$ cat src/rtl/apb_master_if.sv
// Command-to-APB master bridge: one host command at a time is run through the
// APB SETUP/ACCESS phases with a bounded PREADY wait, and answered on a held response channel.
module apb_master_if #(
    parameter int  APB_DATA_WIDTH = 32,
    parameter int  APB_ADDR_WIDTH = 32,
    parameter int  TIMEOUT_CYCLE  = 16,
    localparam int STRB_WIDTH     = APB_DATA_WIDTH / 8
) (
    input  logic                      apb_clk_in,
    input  logic                      apb_rstn_in,
    input  logic                      cmd_valid_in,
    output logic                      cmd_ready_out,
    input  logic [APB_ADDR_WIDTH-1:0] cmd_addr_in,
    input  logic                      cmd_write_in,
    input  logic [APB_DATA_WIDTH-1:0] cmd_wdata_in,
    input  logic [STRB_WIDTH-1:0]     cmd_strb_in,
    input  logic [2:0]                cmd_prot_in,
    output logic                      rsp_valid_out,
    input  logic                      rsp_ready_in,
    output logic [APB_DATA_WIDTH-1:0] rsp_rdata_out,
    output logic                      rsp_error_out,
    output logic                      rsp_timeout_out,
    output logic [APB_ADDR_WIDTH-1:0] apb_addr_out,
    output logic                      apb_psel_out,
    output logic                      apb_penable_out,
    output logic                      apb_write_out,
    output logic [APB_DATA_WIDTH-1:0] apb_wdata_out,
    output logic [STRB_WIDTH-1:0]     apb_strb_out,
    output logic [2:0]                apb_prot_out,
    input  logic [APB_DATA_WIDTH-1:0] apb_rdata_in,
    input  logic                      apb_ready_in,
    input  logic                      apb_slverr_in
);

    localparam int                   CNT_WIDTH = $clog2(TIMEOUT_CYCLE + 1);
    localparam logic [CNT_WIDTH-1:0] CNT_LAST  = CNT_WIDTH'(TIMEOUT_CYCLE - 1);

    typedef enum logic [1:0] {ST_IDLE, ST_SETUP, ST_ACCESS, ST_RESP} state_t;

    state_t                    r_state, w_state_nxt;
    logic [CNT_WIDTH-1:0]      r_cnt, w_cnt_nxt;

    logic                      w_cmd_ready_nxt, w_rsp_valid_nxt, w_rsp_error_nxt, w_rsp_timeout_nxt;
    logic [APB_DATA_WIDTH-1:0] w_rsp_rdata_nxt, w_wdata_nxt;
    logic [APB_ADDR_WIDTH-1:0] w_addr_nxt;
    logic                      w_psel_nxt, w_penable_nxt, w_write_nxt;
    logic [STRB_WIDTH-1:0]     w_strb_nxt;
    logic [2:0]                w_prot_nxt;

    always_comb begin
        // NOTE: every next value defaults to its current value first, so no path can infer a latch.
        w_state_nxt       = r_state;
        w_cnt_nxt         = r_cnt;
        w_cmd_ready_nxt   = cmd_ready_out;
        w_rsp_valid_nxt   = rsp_valid_out;
        w_rsp_rdata_nxt   = rsp_rdata_out;
        w_rsp_error_nxt   = rsp_error_out;
        w_rsp_timeout_nxt = rsp_timeout_out;
        w_addr_nxt        = apb_addr_out;
        w_psel_nxt        = apb_psel_out;
        w_penable_nxt     = apb_penable_out;
        w_write_nxt       = apb_write_out;
        w_wdata_nxt       = apb_wdata_out;
        w_strb_nxt        = apb_strb_out;
        w_prot_nxt        = apb_prot_out;

        case (r_state)
            ST_IDLE: begin
                w_cmd_ready_nxt = 1'b1;
                if (cmd_valid_in && cmd_ready_out) begin
                    // Reads never drive write data or strobes onto the bus.
                    w_addr_nxt      = cmd_addr_in;
                    w_write_nxt     = cmd_write_in;
                    w_wdata_nxt     = cmd_write_in ? cmd_wdata_in : '0;
                    w_strb_nxt      = cmd_write_in ? cmd_strb_in : '0;
                    w_prot_nxt      = cmd_prot_in;
                    w_psel_nxt      = 1'b1;
                    w_penable_nxt   = 1'b0;
                    w_cmd_ready_nxt = 1'b0;
                    w_state_nxt     = ST_SETUP;
                end
            end
            ST_SETUP: begin
                w_penable_nxt = 1'b1;
                w_cnt_nxt     = '0;
                w_state_nxt   = ST_ACCESS;
            end
            ST_ACCESS: begin
                // PREADY is tested before the timeout so a late ready still completes normally.
                if (apb_ready_in) begin
                    w_rsp_rdata_nxt   = apb_write_out ? '0 : apb_rdata_in;
                    w_rsp_error_nxt   = apb_slverr_in;
                    w_rsp_timeout_nxt = 1'b0;
                    w_psel_nxt        = 1'b0;
                    w_penable_nxt     = 1'b0;
                    w_rsp_valid_nxt   = 1'b1;
                    w_state_nxt       = ST_RESP;
                end else if (r_cnt == CNT_LAST) begin
                    w_rsp_rdata_nxt   = '0;
                    w_rsp_error_nxt   = 1'b1;
                    w_rsp_timeout_nxt = 1'b1;
                    w_psel_nxt        = 1'b0;
                    w_penable_nxt     = 1'b0;
                    w_rsp_valid_nxt   = 1'b1;
                    w_state_nxt       = ST_RESP;
                end else begin
                    w_cnt_nxt = r_cnt + CNT_WIDTH'(1);
                end
            end
            ST_RESP: begin
                if (rsp_ready_in) begin
                    w_rsp_valid_nxt = 1'b0;
                    w_cmd_ready_nxt = 1'b1;
                    w_state_nxt     = ST_IDLE;
                end
            end
            default: w_state_nxt = ST_IDLE;
        endcase
    end

    // NOTE: all state is updated with non-blocking assignments so every register samples pre-edge values.
    always_ff @(posedge apb_clk_in or negedge apb_rstn_in) begin
        if (!apb_rstn_in) begin
            r_state         <= ST_IDLE;
            r_cnt           <= '0;
            cmd_ready_out   <= 1'b0;
            rsp_valid_out   <= 1'b0;
            rsp_rdata_out   <= '0;
            rsp_error_out   <= 1'b0;
            rsp_timeout_out <= 1'b0;
            apb_addr_out    <= '0;
            apb_psel_out    <= 1'b0;
            apb_penable_out <= 1'b0;
            apb_write_out   <= 1'b0;
            apb_wdata_out   <= '0;
            apb_strb_out    <= '0;
            apb_prot_out    <= '0;
        end else begin
            r_state         <= w_state_nxt;
            r_cnt           <= w_cnt_nxt;
            cmd_ready_out   <= w_cmd_ready_nxt;
            rsp_valid_out   <= w_rsp_valid_nxt;
            rsp_rdata_out   <= w_rsp_rdata_nxt;
            rsp_error_out   <= w_rsp_error_nxt;
            rsp_timeout_out <= w_rsp_timeout_nxt;
            apb_addr_out    <= w_addr_nxt;
            apb_psel_out    <= w_psel_nxt;
            apb_penable_out <= w_penable_nxt;
            apb_write_out   <= w_write_nxt;
            apb_wdata_out   <= w_wdata_nxt;
            apb_strb_out    <= w_strb_nxt;
            apb_prot_out    <= w_prot_nxt;
        end
    end

endmodule

$ cat config.mk
export PLATFORM = sky130hd
export DESIGN_NAME = apb_master_if
export DESIGN_NICKNAME = d
export VERILOG_FILES = /design/src/rtl/apb_master_if.sv
export SDC_FILE = /design/constraint.sdc
export NUM_CORES = 1
export LEC_CHECK = 0
export CAP_MARGIN = 10
export CELL_PAD_IN_SITES_DETAIL_PLACEMENT = 0
export CELL_PAD_IN_SITES_GLOBAL_PLACEMENT = 1
export CORE_MARGIN = 2
export CORE_UTILIZATION = 30
export DETAILED_ROUTE_END_ITERATION = 8
export PLACE_DENSITY = 0.91
export SKIP_LAST_GASP = 1
export SYNTH_ARGS = -nofsm -noshare
export SYNTH_HDL_FRONTEND = slang
export SYNTH_SLANG_ARGS = --single-unit
$ cat constraint.sdc
create_clock -name apb_clk_in -period 2.2 [get_ports apb_clk_in]
set_input_delay 0.55 -clock apb_clk_in [delete_from_list [all_inputs] [get_ports apb_clk_in]]
set_output_delay 0.55 -clock apb_clk_in [all_outputs]
set_load 0.02 [all_outputs]
Word level (Yosys, flattened, before mapping):

Index checks and enable logic that the tools add are counted.

* register bits: 117
* input port bits: 110

* $add $sub $neg: 1
* equality and inequality tests: 9
* muxes and demuxes: 28
* reduce and logical (&&, ||, !) cells: 16

Operators with widths (number)
* 2-to-1 mux 32 bit: 4
* AND reduction 3 bit: 5
* 2-to-1 mux 1 bit: 11
* 2-to-1 mux 5 bit: 2
* case mux 5 bit (2 select lines): 1
* nonzero test 2 bit: 5
* 2-to-1 mux 2 bit: 4
* inequality test 2 bit (second input constant): 4
* case mux 2 bit (4 select lines): 1
* case mux 1 bit (2 select lines): 3
* AND reduction 2 bit: 3
* adder 5 x 1 -> 5 bit (second input constant): 1
* equality test 5 x 4 -> 1 bit (second input constant): 1
* equality test 2 bit (second input constant): 2
* 2-to-1 mux 4 bit: 1
* inequality test 3 bit (second input constant): 1
* case mux 1 bit (3 select lines): 1
* nonzero test 3 bit: 1
* equality test 2 x 1 -> 1 bit (second input constant): 1
* logical NOT 2 bit: 1
* logical AND 1 bit: 1

Logic depth before layout (Yosys ltp):

* depth after elaboration: 4
* mapped depth: 7
* mapped depth without buffers: 6

Worst setup path before layout:

No wires, ideal clock.

* path type: reg2reg
* start point: register r_cnt[0]
* end point: register r_cnt[3]
* data arrival time: 1.916 ns
* required time: 2.122 ns
* slack: 0.206 ns
* stages on the path, launching flop included: 8
* path buffers: 1
* clock period less this slack: 1.994 ns
* cell sequence: dfrtp_1 ha_1 and3_1 ha_1 or3b_1 buf_2 or3_1 a21boi_1

* cells in the longest elaborated chain, start to end: 4

RTL lines
* start: declaration: RTL line 41 `logic [CNT_WIDTH-1:0] r_cnt, w_cnt_nxt;`
* start signal: assignment: RTL line 140 `r_cnt <= w_cnt_nxt;`
* adder 5 x 1 -> 5 bit: RTL line 107 `w_cnt_nxt = r_cnt + CNT_WIDTH'(1);`
* 2-to-1 mux 5 bit: RTL line 98 `end else if (r_cnt == CNT_LAST) begin`
* 2-to-1 mux 5 bit: RTL line 90 `if (apb_ready_in) begin`
* case mux 5 bit (2 select lines): RTL line 67 `case (r_state)`

Several ways; a longest one is shown, not always the timed one. The select of a mux whose other input is x is not followed.
A chain may end at the register's enable or synchronous reset.

Worst setup path after layout:

* start point: register cmd_ready_out
* end point: output port cmd_ready_out

RTL lines
* start: declaration: RTL line 12 `output logic cmd_ready_out,`
* start signal: assignment: RTL line 141 `cmd_ready_out <= w_cmd_ready_nxt;`

No word-level cell between the ends.

==> impl_metrics.ini <==
[clock_tree]
cts_tree = done
ctsHoldBuffers = 0
clk_pin_slew_ns = 0.06
worstSkewPairLatency_ns = 0.40
clock-sinks = 117
htreeDepth = 4
numCtsBuffers = 17
ctsResizeCount = 0
root_buffer = clkbuf_16
clockBufferDepth = 2
post-cts-setup-buffer-count = 0

[placement]
gp_congestion = 0.7634
dp.final_hpwl_um = 8878
pre_cts_slack_ns = 0.1558
portBuffers = 219

[floorplan]
die_y_um = 126.9
coreArea_um2 = 14640
initial_utilization_pct = 30.93
io_pins = 220
rows = 44
die-width_um = 126.9
fp.dieArea_um2 = 16100

[pwr]
total_power_mw = 11.34
leakage_nw = 3.334
power.density_nw_per_um2 = 1483
irDropWorstVdd_v = 0.001005

[timing]
final.setup.tns_ns = 0
setup_viol = 0
fin_ws_ns = 0.1399
hold_violations = 0
fmax_ghz = 0.4854
period_needed_ns = 2.060
slew_headroom_pct = 58.66
holdWs_ns = 0.2271
timing.final.crit_share_pct = 93.64
rsz0062_at_grt = no
fin_skew_ns = 0.007570
tightest_slew_ns = 0.6201
finalMaxSlewViolations = 0

[setup_path]
worstReg2RegStart = r_cnt[0]$_DFFE_PN0P_
crit_start = cmd_ready_out$_DFFE_PN0P_
r2r_cells = 6
path_depth = 1
worstSetupPathType = reg2out
cp_cell_sequence = clkdlybuf4s50_1
rrSetupSlack_ns = 0.17
required_ns = 1.65
timing.rr.end = r_cnt[3]$_DFFE_PN0P_
critPathBufInv = 1
path_delay_family = buffers and inverters
cp-start-kind = register
arrival_ns = 1.51
cp-end-kind = primary output
slowest_delay_ns = 0.66
critical_path.max_fanout = 5
crit_path_top_delay_cell = clkdlybuf4s50_1

[synth]
synthCells = 372
ys_types = 28
synth-seq-cells = 117
yosysSeqAreaShare_pct = 64.64
yosysWarnings = 0
postSynthAreaPerCell_um2 = 12.18
synth_area_um2 = 4529
syn_nets = 489

[status]
status = finished, final reports clean

[final_layout]
fillers = 1260
nets = 713
post-route-util_pct = 52.18
area_delta_synth_final_pct = 68.70
diodes = 0
drive_gt1_share_pct = 13.79

[detailed_routing]
ant_nets = 0
vias_per_cell = 4.658
drt_pass1_iterations = 4
vias = 3694
wire_per_inst_um = 15.54
wl_um = 12320
first_iter_violations = 139
drc = 0

[global_routing]
grt-ovfl-total = 0
grt_pass1_wl_um = 19490
grt_pass1_vias = 3851
grt_max_degree = 118
grt_use_total_pct = 15.40
antenna_found_initial = 0

[hold_path]
hp-class = in2async

[job]
drv_cap = 0
==> metal layers <==
layer	vias to the layer above	GRT usage, %	routed length [um]
met3	20	5.019	710
li1	1734	-	-
met4	0	6.012	237
met1	1818	18.01	5045
met5	-	0	0
met2	122	26.31	6331
==> layout by cell type (no fill, tap or decap), types with 2 or more instances in the layout <==
| cell | netlist | routed |
|---|---|---|
| clkinv_2 | 0 | 4 |
| nand3_1 | 5 | 4 |
| inv_1 | 6 | 6 |
| mux2_2 | 38 | 38 |
| clkbuf_16 | 0 | 17 |
| buf_4 | 1 | 6 |
| dfrtp_1 | 117 | 117 |
| a21boi_0 | 2 | 2 |
| buf_12 | 0 | 5 |
| clkbuf_8 | 0 | 4 |
| nand2_1 | 78 | 78 |
| nor3_1 | 2 | 2 |
| clkdlybuf4s50_1 | 0 | 218 |
| clkbuf_1 | 16 | 2 |
| a22o_1 | 32 | 32 |
| o21ai_0 | 42 | 42 |
| nor2b_1 | 2 | 2 |
| a21oi_1 | 5 | 5 |
| bufinv_16 | 0 | 4 |
| ha_1 | 7 | 7 |
==> synth_stat cells, drive strengths merged <==
cell    count  area, um^2
nor2b       2       12.51
nor3b       1       12.51
nand3       5       25.02
or2         1       6.260
or3         1       6.260
a32o        1       10.01
o32a        1       10.01
nand2b      1       6.260
a22o       32       280.3
a21boi      3       22.52
a21oi       5       25.02
ha          7       87.58
clkbuf     16       60.06
o21ai      43       215.2
inv         6       22.52
nor2        1       3.750
or3b        1       8.760
mux2       38       427.9
buf         8       40.04
mux2i       1       10.01
nand2      78       292.8
dfrtp     117        2928
and3        1       6.260
nor3        2       10.01
==> worst max-delay path by stage <==
| stage | to | slack, ns |
|---|---|---|
| 3_3_place_gp | r_cnt[3]$_DFFE_PN0P_ | 0.18 |
| 3_5_place_dp | r_cnt[3]$_DFFE_PN0P_ | 0.16 |
| 2_1_floorplan | r_cnt[3]$_DFFE_PN0P_ | 0.21 |
| 4_1_cts | cmd_ready_out | 0.12 |
| 5_1_grt | r_cnt[3]$_DFFE_PN0P_ | 0.02 |
| 6_report | cmd_ready_out | 0.14 |
==> final cells by class <==
type	count	area (um^2)	share of cell area, %
Sequential cell	117	2928	38.32
Timing Repair Buffer	229	2327	30.46
Multi-Input combinational cell	225	1498	19.60
Clock buffer	23	488.0	6.386
Tap cell	184	230.2	3.013
Clock inverter	9	147.6	1.932
Inverter	6	22.52	0.2947
==> stage by stage <==
stage          instance area (um^2)  instances
4_1_cts                        7641        793
6_report                       7641        793
5_1_grt                        7641        793
3_5_place_dp                   7005        761
3_3_place_gp                   7005        761
2_1_floorplan                  4529        372
==> where the power goes <==
group | switching (mW) | internal, mW
Sequential | 0.526 | 3.07
Combinational | 2.32 | 2.48
Clock | 0.932 | 2.01
Total | 3.78 | 7.56
==> registers in the layout (all words and copies together), names as in the netlist <==
register / count
apb_write_out: 1
r_cnt: 5
apb_strb_out: 4
apb_wdata_out: 32
rsp_valid_out: 1
apb_psel_out: 1
cmd_ready_out: 1
apb_addr_out: 32
apb_penable_out: 1
r_state: 2
rsp_timeout_out: 1
rsp_rdata_out: 32
apb_prot_out: 3
rsp_error_out: 1
==> cell families after synthesis <==
logic type / after synthesis / synth area share, %
simple gates: 94 / 8.619
fa+ha+maj: 7 / 1.934
mux: 39 / 9.669
buf+inv: 30 / 2.707
compound gates: 85 / 12.43
flops: 117 / 64.64
Power figures use the tool's default switching activity.
